<file path="config.mk">
export PLATFORM = sky130hd
export DESIGN_NAME = imem_loader
export DESIGN_NICKNAME = d
export VERILOG_FILES = /design/src/rtl/imem_loader.sv
export SDC_FILE = /design/constraint.sdc
export NUM_CORES = 1
export LEC_CHECK = 0
export ABC_AREA = 0
export BUFFER_PORTS_ARGS = -buffer_cell sky130_fd_sc_hd__buf_2
export CORE_ASPECT_RATIO = 1.4
export CORE_MARGIN = 2
export CORE_UTILIZATION = 51
export CTS_BUF_LIST = sky130_fd_sc_hd__clkbuf_4 sky130_fd_sc_hd__clkbuf_8
export CTS_CLUSTER_DIAMETER = 200
export CTS_CLUSTER_SIZE = 10
export DETAILED_ROUTE_END_ITERATION = 6
export PLACE_DENSITY = 0.72
export SYNTH_ARGS = -nofsm -noshare
export SYNTH_HDL_FRONTEND = slang
export SYNTH_SLANG_ARGS = --single-unit
</file>
<file path="constraint.sdc">
create_clock -name clk -period 4.8 [get_ports clk]
set_input_delay 0.48 -clock clk [delete_from_list [all_inputs] [get_ports clk]]
set_output_delay 0.48 -clock clk [all_outputs]
set_load 0.03 [all_outputs]
</file>
<file path="src/rtl/imem_loader.sv">
// imem_loader: boot loader that writes a framed, checksummed big-endian word stream into instruction memory and releases cpu_hold on success
module imem_loader #(
  parameter int ADDR_W = 10,
  parameter logic [ADDR_W-1:0] BASE_ADDR = '0,
  parameter int MAX_WORDS = 256
) (
  input  logic              clk,
  input  logic              reset,
  input  logic              start,
  input  logic [7:0]        byte_in,
  input  logic              byte_valid,
  output logic              byte_ready,
  output logic              imem_we,
  output logic [ADDR_W-1:0] imem_addr,
  output logic [31:0]       imem_wdata,
  output logic              cpu_hold,
  output logic              done,
  output logic              error,
  output logic [1:0]        err_code,
  output logic [15:0]       word_count
);
  typedef enum logic [2:0] {IDLE, LEN_HI, LEN_LO, DATA, CHK, DONE, ERR} state_t;
  state_t state;
  logic [15:0] len;
  logic [7:0] acc;
  logic [1:0] bidx;
  logic [23:0] sh;
  logic hs;
  logic [15:0] n;
  logic [ADDR_W-1:0] waddr;
  assign hs = byte_valid & byte_ready;
  assign n = {len[15:8], byte_in};
  assign waddr = BASE_ADDR + ADDR_W'({word_count, 2'b00});
  always_ff @(posedge clk or posedge reset) begin
    if (reset) begin
      state <= IDLE;
      byte_ready <= 1'b0;
      imem_we <= 1'b0;
      imem_addr <= BASE_ADDR;
      imem_wdata <= '0;
      cpu_hold <= 1'b1;
      done <= 1'b0;
      error <= 1'b0;
      err_code <= 2'b00;
      word_count <= '0;
      len <= '0;
      acc <= '0;
      bidx <= '0;
      sh <= '0;
    end else begin
      imem_we <= 1'b0;
      case (state)
        IDLE, DONE, ERR: if (start) begin
          state <= LEN_HI;
          byte_ready <= 1'b1;
          cpu_hold <= 1'b1;
          done <= 1'b0;
          error <= 1'b0;
          err_code <= 2'b00;
          word_count <= '0;
          acc <= '0;
          bidx <= '0;
        end
        LEN_HI: if (hs) begin
          len[15:8] <= byte_in;
          state <= LEN_LO;
        end
        LEN_LO: if (hs) begin
          len <= n;
          if (n != 16'd0 && 32'(n) <= MAX_WORDS) state <= DATA;
          else begin
            state <= ERR;
            byte_ready <= 1'b0;
            error <= 1'b1;
            err_code <= 2'b01;
          end
        end
        DATA: if (hs) begin
          acc <= acc ^ byte_in;
          bidx <= bidx + 2'd1;
          sh <= {sh[15:0], byte_in};
          // the 4th byte completes a word; the write lands next cycle while ready stays up
          if (bidx == 2'd3) begin
            imem_we <= 1'b1;
            imem_wdata <= {sh, byte_in};
            imem_addr <= waddr;
            word_count <= word_count + 16'd1;
            if (word_count + 16'd1 == len) state <= CHK;
          end
        end
        CHK: if (hs) begin
          byte_ready <= 1'b0;
          if (byte_in == acc) begin
            state <= DONE;
            done <= 1'b1;
            cpu_hold <= 1'b0;
          end else begin
            state <= ERR;
            error <= 1'b1;
            err_code <= 2'b10;
          end
        end
        default: state <= IDLE;
      endcase
    end
  end
endmodule

</file>
# Yosys cells after proc, flatten, opt, wreduce, memory -nomap -nowiden
# Index checks and enable logic that the tools add are counted.
# classes
add_sub_neg	2
multipliers	0
n_div	0
magnitude_cmp	1
eq_ne	19
n_shift	0
mux	47
n_bitwise	3
n_reduce_logical	17
# op_table
cell	count
two-way mux 16 bit	3
case mux 16 bit (2 select lines)	1
case mux 8 bit (2 select lines)	2
two-way mux 3 bit	8
two-way mux 8 bit	3
!= test 2 bit (second input constant)	10
adder 16 x 1 -> 16 bit (second input constant)	1
== test 16 bit	1
less-or-equal comparator 16 x 9 -> 1 bit (second input constant)	1
two-way mux 1 bit	16
nonzero test 16 bit	1
case mux 3 bit (5 select lines)	1
two-way mux 2 bit	7
== test 3 bit (second input constant)	3
AND reduction 3 bit	3
== test 8 bit	1
AND reduction 4 bit	2
bitwise XOR 8 bit	1
AND reduction 7 bit	1
== test 3 x 2 -> 1 bit (second input constant)	2
case mux 1 bit (3 select lines)	2
case mux 2 bit (3 select lines)	1
AND reduction 6 bit	1
AND reduction 5 bit	1
other kinds (13)	16
# word_totals
ff_bits	116
latchBits	0
ram_bits	0
rom_bits	0
input_bits	12
out_inout_bits	65
elab_cells	104
mem_count	0

# Logic depth before layout (Yosys ltp)
# Gate-level depths: netlist of the first run.
# logic_depth
word_depth	6
ltp_mapped	8
depth_no_buf	7

# Least setup slack after synthesis of the first run
# Ideal clock, no wire load.
# synth_path
path_kind	register to register
from	register word_count[0]
to	register state[1]
setup_ns	0.141
t_arrival_ns	2.223
required_ns	4.659
slack_ns	2.436
stages_incl_launch_ff	8
path_cell_list	dfrtp_1 -> ha_1 -> nand3_4 -> or4_4 -> xnor2_1 -> nand4_1 -> nor4_2 -> a31oi_1
# synth_between
elab_chain_len	4
# synth_rtl
element	line	rtl
start, declared	20	output logic [15:0] word_count
start signal, assigned	87	word_count <= word_count + 16'd1;
adder 16 x 1 -> 16 bit	88	if (word_count + 16'd1 == len) state <= CHK;
== test 16 bit	88	
!= test 2 bit (no line)	-	
AND reduction 7 bit (no line)	-	
end signal, assigned	88	
end signal, assigned	94	state <= DONE;
end signal, assigned	98	state <= ERR;
end, declared	23	state_t state;
# Every way passes these cells.
# A chain may end at the register's enable or synchronous reset.

# Worst setup path after layout of the first run
# layout_path
from	register state[2]
to	register word_count[5]
# layout_between
elab_chain_len	4
# layout_rtl
element	line	rtl
start signal, assigned	36	state <= IDLE;
start signal, assigned	54	state <= LEN_HI;
start signal, assigned	66	state <= LEN_LO;
== test 3 bit / zero test 3 bit (equally long branches)	52	case (state)
OR reduction 3 bit	52	
!= test 2 bit (no line) / nonzero test 2 bit (equally long branches)	-	
AND reduction 4 bit (no line)	-	
# Several ways; a longest one is shown, not always the timed one.

==> results of run 1 <==
-- flip-flops by register name, indices dropped and copies added, names as in the netlist, 2 cells and up --
signal	cells
state	3
err_code	2
bidx	2
len	16
sh	24
imem_addr	8
word_count	16
imem_wdata	32
acc	8
-- layout by cell type (no fill, tap or decap), types with 2 or more instances in the layout --
cell / instances
nor2b_1: 4
buf_2: 74
o31ai_1: 11
conb_1: 2
nand4_1: 5
inv_1: 7
clkinvlp_4: 2
inv_6: 6
nor4_1: 8
and4_1: 2
nand3b_1: 3
nand3_1: 8
xnor2_1: 17
o41ai_1: 3
clkbuf_8: 18
xor2_1: 14
ha_1: 2
nand2_1: 222
o21a_1: 2
a211o_1: 2
nand2b_1: 4
nor2_1: 17
o21ai_0: 45
bufinv_16: 4
or3_1: 2
a31oi_1: 2
dfrtp_1: 115
and2_1: 3
a21oi_1: 7
and3_1: 6
nor3_1: 5
mux2_2: 16
buf_4: 3
o22a_1: 2
-- layer usage --
| metal | global-route usage [%] | wire [um] | up-vias |
|---|---|---|---|
| met5 | 0 | 0 | - |
| met4 | 11.50 | 443 | 0 |
| met3 | 5.582 | 585 | 33 |
| met2 | 43.17 | 7015 | 132 |
| met1 | 30.92 | 5607 | 2208 |
| li1 | - | - | 2128 |
-- through the flow --
step / util (%) / instance area, um2 / setup WS [ns] / total power [uW] / hold WS, ns
after global placement: 56.46 / 5906 / 2.131 / 2174 / 0.4540
after CTS: 60.74 / 6354 / 2.077 / 3225 / 0.3229
after global routing: 60.74 / 6354 / 1.820 / 3397 / 0.3452
after floorplan: - / 5503 / 1.249 / 1978 / 0.4386
after detailed placement: 56.46 / 5906 / 2.094 / 2197 / 0.4568
final: 60.74 / 6354 / 2.056 / 3206 / 0.2894
-- power by group --
group	leakage (uW)	total [uW]	internal (uW)	switching, uW
clock	0.000222	1030	594	432
sequential	0.00155	1430	1190	236
combinational	0.00152	752	328	424
total	0.00330	3210	2110	1090
-- cells in the mapped netlist, types with 2 or more instances --
cell | number | area share [%]
o21a_1 | 2 | 0.27
inv_1 | 8 | 0.55
a21oi_1 | 7 | 0.64
clkbuf_1 | 19 | 1.3
buf_2 | 2 | 0.18
nor2_1 | 17 | 1.2
or3_1 | 2 | 0.23
buf_6 | 4 | 0.82
o22a_1 | 2 | 0.32
a211o_1 | 2 | 0.32
a31oi_1 | 2 | 0.23
o41ai_1 | 3 | 0.48
buf_4 | 5 | 0.68
and4_1 | 2 | 0.32
dfrtp_1 | 115 | 52
nand4_1 | 5 | 0.57
o31ai_1 | 11 | 1.5
nor4_1 | 8 | 0.91
nor2b_1 | 4 | 0.45
nand2b_1 | 4 | 0.45
and2_1 | 3 | 0.34
o21ai_0 | 45 | 4.1
nand3_1 | 8 | 0.73
nand2_1 | 223 | 15
nand3b_1 | 3 | 0.41
xnor2_1 | 17 | 2.7
and3_1 | 6 | 0.68
mux2_2 | 16 | 3.3
xor2_1 | 14 | 2.2
nor3_1 | 5 | 0.45
ha_1 | 2 | 0.45
-- cell type report --
type                            instances  area [um2]
Fill cell                             947        4106
Sequential cell                       116        2904
Multi-Input combinational cell        443        2400
Timing Repair Buffer                   77       392.9
Clock buffer                           19       255.2
Clock inverter                         13       192.7
Tap cell                              138       172.7
Inverter                                9       36.28
-- worst reg2reg max path: cells and delay by family (launching register included) --
family | cells | cell delay [ns]
AO/OA/AOI/OAI | 4 | 1.69
flip-flops | 1 | 0.51
AND/OR/NAND/NOR | 2 | 0.40
-- worst max path at each step --
stage | startpoint | end | slack, ns | depth (start not counted)
floorplan | reset | acc[0] | 1.25 | 1
global placement | state[0] | word_count[15] | 2.13 | 7
detailed placement | state[2] | word_count[5] | 2.09 | 6
CTS | state[2] | word_count[5] | 2.08 | 6
global route | state[2] | word_count[5] | 1.82 | 6
finish | state[2] | word_count[5] | 2.06 | 6
-- cell families after synthesis --
logic type | count (synthesis) | share of synthesized area [%]
AO/OA/AOI/OAI | 87 | 9.830
XOR/XNOR | 31 | 4.937
adder cells (fa/ha/maj) | 2 | 0.4550
buffers and inverters | 40 | 3.663
flip-flops | 116 | 52.81
multiplexers | 17 | 3.458
other | 1 | 0.06819
AND/OR/NAND/NOR | 304 | 24.78
==> impl_metrics.tcl, run 1 <==
set metrics [dict create \
    first_iter_violations 309 \
    initial_core_util_pct 52.57 \
    ys_warn_count 0 \
    grt_first_pass_wirelength_um 23120 \
    grt_pass1_vias 4647 \
    dieArea_um2 11640 \
    gp_congestion 0.8863 \
    core-area_um2 10460 \
    cts.clk_slew.worst_paths_ns 0.08 \
    wl_per_cell_um 16.75 \
    syn_area_um2 5499 \
    holdBufCountCts 0 \
    critPathKind "reg2reg" \
    track_usage_pct 25.40 \
    drv_cap 0 \
    finalCritPeriodShare_pct 57.16 \
    crit_arrival_ns 3.04 \
    finalHoldViolations 0 \
    reg2reg_slack_ns 2.06 \
    worst-path-buf-inv 0 \
    die_w_um 91.76 \
    postRouteAntennaNets 0 \
    fin_skew_ns 0.01263 \
    die_h_um 126.9 \
    drv_slew 0 \
    crit_family "compound AO/OA/AOI/OAI gates" \
    synthArstFlopShare_pct 100.0 \
    cts_buffer_depth 2 \
    setup_tns_ns 0 \
    area_growth_pct 15.54 \
    ys_ff_latch 116 \
    io-pin-count 77 \
    status "finished, final reports clean" \
    io_buffers 74 \
    r2r_cells 6 \
    synthFlopType "dfrtp_1" \
    htreeDepth 4 \
    firstDrtPassIters 5 \
    layout_min_cycle_time_ns 2.744 \
    rows 44 \
    antenna_found_initial 0 \
    dp_hpwl_um 9190 \
    crit_chain "nand2b_1 -> nand2_1 -> o2bb2ai_1 -> o21ai_1 -> o21ai_0 -> o31ai_1" \
    clkSinkCount 116 \
    setup_viol 0 \
    fmax_mhz 364.5 \
    tritoncts "yes" \
    drc 0 \
    syn_inst 598 \
    cts_resized 0 \
    r2r-start "state[2]" \
    rsz0062_at_grt "no" \
    placed_cells 783 \
    max_stage_delay_ns 0.62 \
    slowest_stage "o21ai_1" \
    worst-path-max-fanout 17 \
    leakage_uw 0.003299 \
    synth_edf_count 0 \
    vias_per_cell 5.523 \
    cts-root-buf "clkbuf_8" \
    final_cells 815 \
    avgSynthCellArea_um2 9.196 \
    slew-limit-headroom_pct 19.91 \
    cts_setup_buffers 0 \
    ir_drop_mv 0.3099 \
    endpoint_kind "register" \
    clock_latency_ns 0.45 \
    holdCritPathClass "in2async" \
    start_kind "register" \
    layout-drive-gt1-share_pct 20.97 \
    worst_pin_slew_ns 1.193 \
    ys_seq_area_share_pct 52.81 \
    finalNetCount 678 \
    grt_overflow 0 \
    n_antenna_cell 0 \
    wl_um 13650 \
    worstPathRequired_ns 5.10 \
    ys_types 63 \
    powerDensity_nw_per_um2 504.7 \
    cts-buffers-inserted 17 \
    grt_start_max_net_pins 88 \
    r2r_end "word_count[5]" \
    vias 4501 \
]
Note: power is estimated with default switching activity, not from simulation.
==> run 2, diff against run 1 <==
- PLACE_DENSITY: 0.72 -> 0.75
- clock period: 4.8 -> 2.5 ns (I/O delays scaled with it)
==> impl_metrics.tcl, run 2 (same netlist as run 1, synthesis figures left out) <==
set metrics [dict create \
    postRouteAntennaNets 0 \
    mostFrequentLayoutCells "nand2_1, dfrtp_1, buf_2" \
    drv_cap 0 \
    clock_latency_ns 0.43 \
    io-pin-count 77 \
    rows 44 \
    grt_pass1_vias 4457 \
    start_kind "register" \
    vias 4557 \
    crit_arrival_ns 2.70 \
    clkSinkCount 116 \
    worst_hold_slack_ns 0.1078 \
    regMostFlops "imem_wdata" \
    core-area_um2 10460 \
    status "finished, final reports clean" \
    endpoint_kind "register" \
    area_growth_pct 16.29 \
    fin_util_pct 61.14 \
    cts.clk_slew.worst_paths_ns 0.08 \
    cts_setup_buffers 0 \
    layout-drive-gt1-share_pct 22.53 \
    setup_tns_ns 0 \
    cts_buffer_depth 2 \
    gp_congestion 0.9937 \
    holdCritPathClass "in2reg" \
    dieArea_um2 11640 \
    dp_hpwl_um 9029 \
    powerDensity_nw_per_um2 920.1 \
    drc 0 \
    setup_viol 0 \
    htreeDepth 4 \
    max_stage_delay_ns 0.54 \
    wl_um 13030 \
    fmax_mhz 412.8 \
    rsz0062_at_grt "no" \
    ir_drop_mv 0.6271 \
    largestRegisters "imem_wdata x32, sh x24" \
    grt_start_max_net_pins 67 \
    layout_min_cycle_time_ns 2.423 \
    worst_pin_slew_ns 0.6826 \
    slowest_stage "dfrtp_1" \
    track_usage_pct 23.61 \
    io_buffers 74 \
    crit_chain "nand3_2 -> or3_4 -> nor3_1 -> o211ai_2 -> nor4_2 -> a22oi_1" \
    die_w_um 91.76 \
    initial_core_util_pct 52.57 \
    tritoncts "yes" \
    finalCritPeriodShare_pct 96.90 \
    finalNetCount 689 \
    leakage_uw 0.003320 \
    critPathKind "reg2reg" \
    hold_depth 3 \
    antenna_found_initial 0 \
    cts-buffers-inserted 17 \
    wl_per_cell_um 15.77 \
    drv_slew 0 \
    vias_per_cell 5.517 \
    firstDrtPassIters 7 \
    final_common_cell "nand2_1" \
    placed_area_um2 5995 \
    worstPathRequired_ns 2.78 \
    finalHoldViolations 0 \
    first_iter_violations 452 \
    grt_overflow 0 \
    n_antenna_cell 0 \
    grt_first_pass_wirelength_um 21940 \
    r2r_cells 6 \
    die_h_um 126.9 \
    worst-path-max-fanout 11 \
    fin_area_um2 6395 \
    largest_register_ffs 32 \
    cts-root-buf "clkbuf_8" \
    fin_skew_ns 0.01001 \
    slew-limit-headroom_pct 54.25 \
]
==> run 2: cell types whose count changed in the layout (fill, tap and decap cells not counted), moves of 2 or more <==
| cell | previous run | this run |
|---|---|---|
| dfrtp_1 | 115 | 113 |
| dfrtp_2 | 0 | 2 |
| buf_4 | 3 | 12 |
| clkinv_4 | 0 | 4 |
| bufinv_16 | 4 | 1 |
| inv_8 | 0 | 2 |
| inv_6 | 6 | 4 |
==> run 2: final timing paths <==
kind	to	from	slack (ns)
setup / recovery	state[0]	word_count[4]	0.08
hold / removal	imem_wdata[1]	byte_in[1]	0.11
setup reg to reg	state[0]	word_count[4]	0.08
hold reg to reg	imem_addr[7]	imem_addr[7]	0.48
max in group asynchronous	cpu_hold	reset	1.28
min in group asynchronous	len[15]	reset	0.46
==> run 2: metrics by stage <==
step           total power [uW]  worst slack [ns]  instances
2_1_floorplan              3799            0.1356        599
3_3_place_gp               4168            0.3374        793
3_5_place_dp               4243            0.1115        793
4_1_cts                    5897           0.09021        826
5_1_grt                    6222           0.01699        826
6_report                   5884           0.07741        826
==> run 2: where the power goes <==
part	switching (uW)	total [uW]	internal, uW
Combinational	855	1530	675
Clock	842	1650	810
Sequential	413	2700	2290
Total	2110	5880	3770
==> run 2: final cells by class <==
type                            count  area [um2]
Clock inverter                     15       147.6
Timing Repair Buffer               88       490.5
Clock buffer                       17       234.0
Inverter                            9       37.54
Multi-Input combinational cell    443        2406
Fill cell                         910        4065
Tap cell                          138       172.7
Sequential cell                   116        2907
==> run 2: what timing repair did <==
| action | in CTS | in global routing |
|---|---|---|
| endpoints found under the setup margin | 0 | 2 |
| hold endpoints to repair | 27 | 0 |
| hold buffers | 1 | 0 |
| gates resized for setup | 0 | 3 |
==> run 2: layer usage <==
metal / vias up / wire length (um) / global-route usage [%]
met5: - / 0 / 0
met1: 2198 / 5266 / 30.53
met2: 184 / 6743 / 39.01
met3: 22 / 766 / 5.641
met4: 0 / 254 / 8.341
li1: 2153 / - / -
==> run 2: critical path: cells and delay by family (launching register included) <==
kind	cells	cell delay (ns)
DFF	1	0.54
AOI/OAI and AO/OA	2	0.30
and+or+nand+nor	4	1.43
